File: src/rtl/control_mc.sv
// control_mc: multi-cycle RV32I control unit for the pako32 core.
// Optional illegal-opcode trap is enabled by defining CONTROL_ILLEGAL_TRAP_EN.
module control_mc #(
    parameter int unsigned RESET_WAIT = 1,
    parameter int unsigned CNT_W      = 32
) (
    input  logic             clk_i,
    input  logic             rstn_i,
    output logic             imem_req_o,
    input  logic             imem_ack_i,
    input  logic [31:0]      imem_data_i,
    output logic             dmem_req_o,
    output logic             dmem_we_o,
    input  logic             dmem_ack_i,
    input  logic             br_cond_i,
    output logic             wr_en_o,
    output logic [4:0]       rd_idx_o,
    output logic [4:0]       rs1_idx_o,
    output logic [4:0]       rs2_idx_o,
    output logic [31:0]      imm_data_o,
    output logic [3:0]       alu_ctrl_o,
    output logic             alu_a_sel_o,
    output logic             alu_b_sel_o,
    output logic [1:0]       reg_sel_o,
    output logic             pc_en_o,
    output logic [1:0]       pc_next_sel_o,
    output logic             illegal_o,
    output logic [CNT_W-1:0] instret_o
);
    localparam logic [3:0] ALU_OP_ADD   = 4'd0;
    localparam logic [3:0] ALU_OP_SUB   = 4'd1;
    localparam logic [3:0] ALU_OP_SLL   = 4'd2;
    localparam logic [3:0] ALU_OP_SLT   = 4'd3;
    localparam logic [3:0] ALU_OP_SLTU  = 4'd4;
    localparam logic [3:0] ALU_OP_XOR   = 4'd5;
    localparam logic [3:0] ALU_OP_SRL   = 4'd6;
    localparam logic [3:0] ALU_OP_SRA   = 4'd7;
    localparam logic [3:0] ALU_OP_OR    = 4'd8;
    localparam logic [3:0] ALU_OP_AND   = 4'd9;
    localparam logic [3:0] ALU_OP_PASSB = 4'd10;

    localparam logic ALU_A_SEL_RS1 = 1'b0;
    localparam logic ALU_A_SEL_PC  = 1'b1;
    localparam logic ALU_B_SEL_RS2 = 1'b0;
    localparam logic ALU_B_SEL_IMM = 1'b1;

    localparam logic [6:0] OPC_LUI    = 7'b0110111;
    localparam logic [6:0] OPC_AUIPC  = 7'b0010111;
    localparam logic [6:0] OPC_JAL    = 7'b1101111;
    localparam logic [6:0] OPC_JALR   = 7'b1100111;
    localparam logic [6:0] OPC_BRANCH = 7'b1100011;
    localparam logic [6:0] OPC_LOAD   = 7'b0000011;
    localparam logic [6:0] OPC_STORE  = 7'b0100011;
    localparam logic [6:0] OPC_OPIMM  = 7'b0010011;
    localparam logic [6:0] OPC_OP     = 7'b0110011;

    typedef enum logic [2:0] {
        ST_RESET = 3'd0,
        ST_FETCH = 3'd1,
        ST_EXEC  = 3'd2,
        ST_MEM   = 3'd3,
        ST_WB    = 3'd4,
        ST_TRAP  = 3'd5
    } state_e;

    state_e           state_q, state_d;
    logic [31:0]      ir_q, ir_d;
    logic [31:0]      cnt_q, cnt_d;
    logic [CNT_W-1:0] instret_q, instret_d;

    logic [31:0] imm_i, imm_s, imm_b, imm_u, imm_j;
    logic [31:0] dec_imm;
    logic [3:0]  dec_alu, f3_alu;
    logic        dec_asel, dec_bsel;
    logic [1:0]  dec_rsel;
    logic        dec_known, dec_wr, dec_jump, dec_br, dec_mem, dec_store;

    assign imm_i = {{20{ir_q[31]}}, ir_q[31:20]};
    assign imm_s = {{20{ir_q[31]}}, ir_q[31:25], ir_q[11:7]};
    assign imm_b = {{19{ir_q[31]}}, ir_q[31], ir_q[7],
                    ir_q[30:25], ir_q[11:8], 1'b0};
    assign imm_u = {ir_q[31:12], 12'b0};
    assign imm_j = {{11{ir_q[31]}}, ir_q[31], ir_q[19:12],
                    ir_q[20], ir_q[30:21], 1'b0};

    always_comb begin
        unique case (ir_q[14:12])
            3'b000:  f3_alu = ALU_OP_ADD;
            3'b001:  f3_alu = ALU_OP_SLL;
            3'b010:  f3_alu = ALU_OP_SLT;
            3'b011:  f3_alu = ALU_OP_SLTU;
            3'b100:  f3_alu = ALU_OP_XOR;
            3'b101:  f3_alu = ir_q[30] ? ALU_OP_SRA : ALU_OP_SRL;
            3'b110:  f3_alu = ALU_OP_OR;
            default: f3_alu = ALU_OP_AND;
        endcase
    end

    always_comb begin
        dec_imm   = '0;
        dec_alu   = ALU_OP_ADD;
        dec_asel  = ALU_A_SEL_RS1;
        dec_bsel  = ALU_B_SEL_IMM;
        dec_rsel  = 2'd0;
        dec_known = 1'b1;
        dec_wr    = 1'b0;
        dec_jump  = 1'b0;
        dec_br    = 1'b0;
        dec_mem   = 1'b0;
        dec_store = 1'b0;
        case (ir_q[6:0])
            OPC_LUI: begin
                dec_imm = imm_u;
                dec_alu = ALU_OP_PASSB;
                dec_wr  = 1'b1;
            end
            OPC_AUIPC: begin
                dec_imm  = imm_u;
                dec_asel = ALU_A_SEL_PC;
                dec_wr   = 1'b1;
            end
            OPC_JAL: begin
                dec_imm  = imm_j;
                dec_asel = ALU_A_SEL_PC;
                dec_rsel = 2'd2;
                dec_wr   = 1'b1;
                dec_jump = 1'b1;
            end
            OPC_JALR: begin
                dec_imm  = imm_i;
                dec_rsel = 2'd2;
                dec_wr   = 1'b1;
                dec_jump = 1'b1;
            end
            OPC_BRANCH: begin
                dec_imm  = imm_b;
                dec_asel = ALU_A_SEL_PC;
                dec_br   = 1'b1;
            end
            OPC_LOAD: begin
                dec_imm  = imm_i;
                dec_rsel = 2'd1;
                dec_mem  = 1'b1;
            end
            OPC_STORE: begin
                dec_imm   = imm_s;
                dec_mem   = 1'b1;
                dec_store = 1'b1;
            end
            OPC_OPIMM: begin
                dec_imm = imm_i;
                dec_alu = f3_alu;
                dec_wr  = 1'b1;
            end
            OPC_OP: begin
                dec_bsel = ALU_B_SEL_RS2;
                dec_alu  = (ir_q[14:12] == 3'b000 && ir_q[30])
                           ? ALU_OP_SUB : f3_alu;
                dec_wr   = 1'b1;
            end
            default: dec_known = 1'b0;
        endcase
    end

`ifdef CONTROL_ILLEGAL_TRAP_EN
    logic illegal_q, illegal_d;

    always_ff @(posedge clk_i or negedge rstn_i) begin
        if (!rstn_i) illegal_q <= 1'b0;
        else         illegal_q <= illegal_d;
    end

    assign illegal_o = illegal_q;
`else
    assign illegal_o = 1'b0;
`endif

    always_comb begin
        state_d       = state_q;
        ir_d          = ir_q;
        cnt_d         = '0;
        instret_d     = instret_q;
        imem_req_o    = 1'b0;
        dmem_req_o    = 1'b0;
        dmem_we_o     = 1'b0;
        wr_en_o       = 1'b0;
        pc_en_o       = 1'b0;
        pc_next_sel_o = 2'd0;
        rd_idx_o      = '0;
        rs1_idx_o     = '0;
        rs2_idx_o     = '0;
        imm_data_o    = '0;
        alu_ctrl_o    = ALU_OP_ADD;
        alu_a_sel_o   = ALU_A_SEL_RS1;
        alu_b_sel_o   = ALU_B_SEL_RS2;
        reg_sel_o     = 2'd0;
`ifdef CONTROL_ILLEGAL_TRAP_EN
        illegal_d     = illegal_q;
`endif
        // Datapath fields stay decoded while the address/result is in flight.
        if (state_q == ST_EXEC || state_q == ST_MEM || state_q == ST_WB) begin
            rd_idx_o    = ir_q[11:7];
            rs1_idx_o   = ir_q[19:15];
            rs2_idx_o   = ir_q[24:20];
            imm_data_o  = dec_imm;
            alu_ctrl_o  = dec_alu;
            alu_a_sel_o = dec_asel;
            alu_b_sel_o = dec_bsel;
            reg_sel_o   = dec_rsel;
        end
        case (state_q)
            ST_RESET: begin
                if (cnt_q == RESET_WAIT - 1) state_d = ST_FETCH;
                else                         cnt_d   = cnt_q + 32'd1;
            end
            ST_FETCH: begin
                imem_req_o = 1'b1;
                if (imem_ack_i) begin
                    ir_d    = imem_data_i;
                    state_d = ST_EXEC;
                end
            end
            ST_EXEC: begin
                if (!dec_known) begin
`ifdef CONTROL_ILLEGAL_TRAP_EN
                    illegal_d = 1'b1;
                    state_d   = ST_TRAP;
`else
                    pc_en_o = 1'b1;
                    state_d = ST_FETCH;
`endif
                end else if (dec_mem) begin
                    state_d = ST_MEM;
                end else begin
                    pc_en_o       = 1'b1;
                    wr_en_o       = dec_wr && (ir_q[11:7] != 5'd0);
                    pc_next_sel_o = (dec_jump || (dec_br && br_cond_i))
                                    ? 2'd1 : 2'd0;
                    state_d       = ST_FETCH;
                end
            end
            ST_MEM: begin
                dmem_req_o = 1'b1;
                dmem_we_o  = dec_store;
                if (dmem_ack_i) begin
                    if (dec_store) begin
                        pc_en_o = 1'b1;
                        state_d = ST_FETCH;
                    end else begin
                        state_d = ST_WB;
                    end
                end
            end
            ST_WB: begin
                wr_en_o = ir_q[11:7] != 5'd0;
                pc_en_o = 1'b1;
                state_d = ST_FETCH;
            end
            ST_TRAP: state_d = ST_TRAP;
            default: state_d = ST_RESET;
        endcase
        if (pc_en_o) instret_d = instret_q + CNT_W'(1);
    end

    always_ff @(posedge clk_i or negedge rstn_i) begin
        if (!rstn_i) begin
            state_q   <= ST_RESET;
            ir_q      <= '0;
            cnt_q     <= '0;
            instret_q <= '0;
        end else begin
            state_q   <= state_d;
            ir_q      <= ir_d;
            cnt_q     <= cnt_d;
            instret_q <= instret_d;
        end
    end

    assign instret_o = instret_q;

endmodule

File: config.mk
export PLATFORM = sky130hd
export DESIGN_NAME = control_mc
export DESIGN_NICKNAME = d
export VERILOG_FILES = /design/src/rtl/control_mc.sv
export SDC_FILE = /design/constraint.sdc
export NUM_CORES = 1
export LEC_CHECK = 0
export BUFFER_PORTS_ARGS = -buffer_cell sky130_fd_sc_hd__buf_4
export CAP_MARGIN = 40
export CORE_ASPECT_RATIO = 0.75
export CORE_MARGIN = 1
export CORE_UTILIZATION = 50
export CTS_CLUSTER_SIZE = 20
export DETAILED_ROUTE_END_ITERATION = 10
export GPL_ROUTABILITY_DRIVEN = 0
export PLACE_DENSITY = 0.84
export SYNTH_ARGS = -nofsm -noshare
export SYNTH_HDL_FRONTEND = slang
export SYNTH_SLANG_ARGS = --single-unit
File: constraint.sdc
create_clock -name clk_i -period 3.02 [get_ports clk_i]
set_input_delay 0.151 -clock clk_i [delete_from_list [all_inputs] [get_ports clk_i]]
set_output_delay 0.151 -clock clk_i [all_outputs]
set_load 0.05 [all_outputs]
==> qor.yml, run 1 <==
path_max_fanout: 13
hold_viol: 0
power_density_mw_per_mm2: 775
met2_length_um: 6270
setup_viol: 0
drtAntennaViolNets: 0
first_pass_iters: 5
status: "complete, no violations"
num_rows: 32
core_area_mm2: 0.0104
ys_ff_latch: 99
tightest_slew_ns: 0.862
port_buffers: 129
grt_overflow: 0
worst_slack_ns: 0.308
drt_iter0_drc: 349
fin_nets: 716
wl_met3_um: 935
reg2reg_to: "instret_o[27]"
die_h_um: 91.8
wl_per_cell_um: 16.5
period_needed_ns: 2.71
p_total_uw: 5250
yosys.area.top_type_share_pct: 46.0
hold_path.startpoint: "imem_data_i[5]"
pre_cts_ws_ns: 0.716
synth-async-reset-ratio_pct: 100
clk_path_buf_depth: 2
path_clk_slew_ns: 0.07
maxCapViolations: 0
via_per_inst: 5.69
synth_area_mm2: 0.00538
cts_setup_buffers: 0
r2r_slack_ns: 0.71
area_delta_synth_final_pct: 25.8
worst_r2r_path_depth: 7
synth_area_leaders: "dfrtp_1, mux2_2, xnor2_1"
ys_types: 57
met1_length_um: 6000
utilization_pct: 65.3
post-route-period-util_pct: 89.8
highest_layer: "met4"
yosysTopAreaCell: "dfrtp_1"
drv_slew: 0
fp.dieW_um: 122
root_buffer: "clkbuf_16"
num_vias: 4650
cp-startpoint: "ir_q[4]"
skew_ns: 0.00692
ios: 132
grt_use_total_pct: 25.8
drive_above_1_share_pct: 30.7
start_kind: "register"
clk_latency_ns: 0.34
grt_pass1_vias: 4588
relSlewSlack_pct: 42.1
hold_ws_ns: 0.0260
clock_sink_count: 99
yosysSeqAreaShare_pct: 46.0
endpoint: "imm_data_o[19]"
grt_max_degree: 60
yosysWarnings: 0
htreeDepth: 3
initial_core_util_pct: 51.9
totalWireLength_um: 13500
peakVddDrop_mv: 0.553
drcViolationCount: 0
hpwlAfterDp_um: 9690
max_freq_mhz: 369
rsz0062_at_grt: "no"
crit_required_ns: 2.87
cts_buffers: 9
leakage_uw: 0.00295
syn_avg_cell_area_um2: 9.73
synth_cells: 553
antenna_cells: 0
grt_first_pass_wirelength_um: 22700
crit_type: "reg -> out"
ys_dominant_reg_cell: "dfrtp_1"
fp.dieArea_mm2: 0.0112
synth_edf_count: 0
cts_tree: "done"
fin_setup_tns_ns: 0
hp-class: "in -> reg"
critPathCaptureType: "output port"
antenna_found_initial: 0
r2r-start: "state_q[1]"
crit_arrival_ns: 2.56
==> layer usage <==
| layer | global-route usage, % | vias to the layer above |
|---|---|---|
| met4 | 9.26 | 0 |
| li1 | - | 2170 |
| met2 | 39.7 | 174 |
| met5 | 0 | - |
| met3 | 6.59 | 25 |
| met1 | 35.1 | 2281 |
==> through the flow <==
step / instances / cell area (um2)
4_1_cts: 817 / 6770
3_3_place_gp: 799 / 6450
5_1_grt: 817 / 6770
6_report: 817 / 6770
3_5_place_dp: 800 / 6450
2_1_floorplan: 554 / 5380
==> worst max-delay path: stages (launching register included) <==
cell      delay (ns)
dfrtp_1         0.51
nand2b_1        0.25
nor3_1          0.51
a21o_1          0.37
nand2_1         0.12
a21oi_1         0.22
buf_4           0.24
==> state kept, by name, indices dropped and copies added (netlist names) <==
signal	flops
cnt_q	32
ir_q	32
state_q	3
instret_o	32
==> worst min-delay path by stage <==
stage,endpoint,slack (ns),depth (start not counted)
after floorplan,cnt_q[0],-0.14,0
after global placement,instret_o[13],0.26,1
after detailed placement,instret_o[13],0.27,1
after CTS,ir_q[5],0.02,3
after global routing,ir_q[10],0.03,2
final,ir_q[5],0.03,3
==> where the power goes <==
group	leakage, uW	switching (uW)	internal, uW	total, uW
combinational	0.00150	1290	785	2080
sequential	0.00130	402	1600	2000
clock	0.000146	496	668	1160
total	0.00295	2190	3060	5250
==> synth_stat cells, types with 2 or more instances <==
| cell | number |
|---|---|
| o21ai_2 | 2 |
| a21oi_1 | 27 |
| or3_1 | 4 |
| nor4_1 | 9 |
| or2_2 | 2 |
| buf_2 | 6 |
| clkbuf_1 | 15 |
| mux2_2 | 33 |
| o221ai_1 | 2 |
| nor2b_1 | 18 |
| ha_1 | 3 |
| buf_4 | 7 |
| xor2_1 | 16 |
| or4_4 | 2 |
| and3_1 | 13 |
| nor2_1 | 54 |
| xnor2_1 | 41 |
| and4_1 | 4 |
| o21ai_0 | 10 |
| nand3_1 | 30 |
| a31oi_1 | 3 |
| and2_1 | 12 |
| nand4_1 | 21 |
| inv_1 | 14 |
| a22oi_1 | 4 |
| nor3_1 | 12 |
| nand4_2 | 2 |
| a21o_1 | 3 |
| nand2_1 | 52 |
| dfrtp_1 | 99 |
| o22a_1 | 2 |
| nand2b_1 | 6 |
==> area by class of cell <==
cell class	instances	area, um2
clock buffers	11	243
clock inverters	5	60.1
fillers	816	3600
inverters	14	52.6
multi-input cells	412	2710
flip-flops and latches	99	2480
well taps	136	170
repair buffers	140	1050
==> repair_timing <==
| action | in CTS | in global routing |
|---|---|---|
| resized for setup | 0 | 0 |
| hold buffers | 1 | 0 |
| endpoints found under the hold margin | 57 | 0 |
==> layout by cell type (no fill, tap or decap), drive strengths merged, types with 2 or more instances in the layout <==
cell / n
a22oi: 4
and4: 5
conb: 2
clkinv: 2
a21oi: 27
nor4: 11
nand3: 30
xor2: 16
dfrtp: 99
o22a: 2
o21ai: 12
or2: 2
nand2b: 6
or4: 2
clkbuf: 11
nand2: 52
or3: 4
nor3b: 2
nor2: 55
and3: 13
a31oi: 3
mux2: 33
xnor2: 41
and2: 12
nor2b: 19
nand4: 23
inv: 15
nor3: 13
a21o: 3
a211oi: 2
ha: 3
o221ai: 2
buf: 139
==> cells by family (layout without fill, tap and decap cells) <==
logic type,after synthesis,count (layout),synth area share (%)
AND/OR/NAND/NOR,253,253,25.2
flip-flops,99,99,46.0
AO/OA/AOI/OAI,63,63,7.81
XOR/XNOR,57,57,9.28
buffers and inverters,43,170,3.81
multiplexers,34,34,7.09
adder cells (fa/ha/maj),3,3,0.698
other,1,2,0.0697
Power figures use the tool's default switching activity.
==> run 2: changes to the inputs <==
--- a/config.mk
+++ b/config.mk
@@ -10,6 +10,7 @@
 export CORE_ASPECT_RATIO = 0.75
 export CORE_MARGIN = 1
 export CORE_UTILIZATION = 50
+export CTS_BUF_LIST = sky130_fd_sc_hd__clkbuf_4
 export CTS_CLUSTER_SIZE = 20
 export DETAILED_ROUTE_END_ITERATION = 10
 export GPL_ROUTABILITY_DRIVEN = 0
==> run 2 against run 1 <==
Compared with the run above:
- sequential share of layout area fell by 1.0 points
- via count rose by 2.7%
- count of clock-buffer cells in the layout fell by 1
- core utilization rose by 1.9 points
- highest routed layer unchanged
- clock skew rose by 0.015 ns
- largest power group unchanged
- sequential cell count did not move
- combinational power rose by 2%
- critical path depth did not move
- sequential power barely moved
- worst hold slack improved by 0.26 ns
- critical path type unchanged
- setup slack got worse by 0.15 ns
==> qor.yml, run 2 (synthesis results as in run 1) <==
drive_above_1_share_pct: 29.3  # -1.4 points
grt_first_pass_wirelength_um: 23300  # +2.5%
grt_pass1_vias: 4772  # +4.0%
skew_ns: 0.0218  # +0.0149 ns
maxCapViolations: 0  # unchanged
hpwlAfterDp_um: 9690  # unchanged
cts_buffers: 9  # unchanged
cts_tree: "done"
hold_viol: 0  # unchanged
r2r_slack_ns: 0.73  # +0.02 ns
status: "complete, no violations"
grt_max_degree: 60  # unchanged
cts_setup_buffers: 0  # unchanged
drtAntennaViolNets: 0  # unchanged
clock_sink_count: 99  # unchanged
initial_core_util_pct: 51.9  # unchanged
hp-class: "in -> async"
fp.dieW_um: 122  # unchanged
start_kind: "register"
crit_family: "simple AND/OR/NAND/NOR gates"
reg2reg_to: "instret_o[27]"
fill_cells: 800  # -2.0%
r2r-start: "state_q[1]"
period_needed_ns: 2.86  # +0.152 ns
fin_nets: 752  # +5.0%
cp-startpoint: "ir_q[4]"
crit_type: "reg -> out"
p_total_uw: 4840  # -7.7%
peakVddDrop_mv: 0.529  # -4.3%
multi_input_area_mm2: 0.00271  # unchanged
htreeDepth: 3  # unchanged
regArea_mm2: 0.00248  # unchanged
port_buffers: 129  # unchanged
layout_commonest_cell: "buf_4"
crit_required_ns: 2.87  # about the same
area_delta_synth_final_pct: 29.4
num_vias: 4775  # +2.7%
post-route-period-util_pct: 94.8  # +5.0 points
antenna_cells: 0  # unchanged
totalWireLength_um: 13900  # +3.2%
cp_num_buf_inv: 1  # unchanged
grt_use_total_pct: 26.5  # +0.67 points
rsz0062_at_grt: "no"
clk_path_buf_depth: 2  # unchanged
num_rows: 32  # unchanged
die_h_um: 91.8  # unchanged
drt_iter0_drc: 309  # -11%
drv_slew: 0  # unchanged
relSlewSlack_pct: 49.7  # +7.6 points
path_clk_slew_ns: 0.16  # +0.09 ns
worst_r2r_path_depth: 7  # unchanged
clk_latency_ns: 0.47  # +0.13 ns
max_freq_mhz: 349  # -5.3%
path_depth: 6  # unchanged
first_pass_iters: 5  # unchanged
critPathCaptureType: "output port"
critPathMaxStageDelay_ns: 0.54  # +0.03 ns
leakage_uw: 0.00303  # +2.7%
antenna_found_initial: 0  # unchanged
grt_overflow: 0  # unchanged
crit_arrival_ns: 2.71  # +0.15 ns
setup_viol: 0  # unchanged
fin_setup_tns_ns: 0  # unchanged
path_max_fanout: 13  # unchanged
tightest_slew_ns: 0.755  # -0.107 ns
root_buffer: "clkbuf_4"
drcViolationCount: 0  # unchanged
via_per_inst: 5.60  # -1.6%
ios: 132  # unchanged
final_cell_mix: "buf_4, dfrtp_1, nand2_1, nor2_1, xnor2_1"
core_area_mm2: 0.0104  # unchanged
path_cells: "nand2b_1, nor3_1, a21o_1, nand2_1, a21oi_1, buf_4"
slowest_stage: "dfrtp_1"
power_density_mw_per_mm2: 696  # -10%
wl_per_cell_um: 16.4  # -1.2%
cts_resized: 0  # unchanged
endpoint: "imm_data_o[19]"
fp.dieArea_mm2: 0.0112  # unchanged
## run 2: worst min path at each step
| stage | endpoint | slack, ns | cells past startpoint |
|---|---|---|---|
| after global placement | instret_o[13] | 0.26 | 1 |
| after detailed placement | instret_o[13] | 0.27 | 1 |
| final | instret_o[3] | 0.28 | 2 |
| after floorplan | cnt_q[0] | -0.14 | 0 |
| after CTS | instret_o[1] | 0.28 | 2 |
| after global routing | instret_o[1] | 0.33 | 2 |
## run 2: layout make-up
cell class | instances | share of cell area (%)
Sequential cell | 99 | 35.6
Clock inverter | 6 | 0.917
Inverter | 14 | 0.755
Multi-Input combinational cell | 412 | 39.0
Tap cell | 136 | 2.44
Clock buffer | 10 | 1.08
Timing Repair Buffer | 176 | 20.2
## run 2: layer usage
metal / share of wire (%) / wire [um] / up-vias / track usage, %
li1: - / - / 2240 / -
met1: 45 / 6220 / 2320 / 35.2
met2: 47 / 6580 / 183 / 41.9
met3: 6.0 / 833 / 32 / 6.28
met4: 2.3 / 317 / 0 / 9.88
met5: 0 / 0 / - / 0
## run 2: repair_timing
| action | CTS | global route |
|---|---|---|
| hold endpoints to repair | 91 | 0 |
| hold buffers | 36 | 0 |
| setup endpoints to repair | 0 | 0 |
## run 2: power by group
| part | switching (uW) | leakage [uW] | internal, uW |
|---|---|---|---|
| combinational | 1310 | 0.00165 | 828 |
| clock | 453 | 0.0000744 | 262 |
| sequential | 396 | 0.00130 | 1600 |
## run 2: stage by stage
step                util (%)  area (um2)  instances  hold WS [ns]  worst slack (ns)
floorplan                  -        5380        554        -0.145             0.147
global placement        62.2        6450        799         0.258             0.600
detailed placement      62.2        6450        800         0.266             0.716
CTS                     67.0        6950        852         0.281             0.166
global route            67.1        6960        853         0.333            0.0114
finish                  67.1        6960        853         0.282             0.157
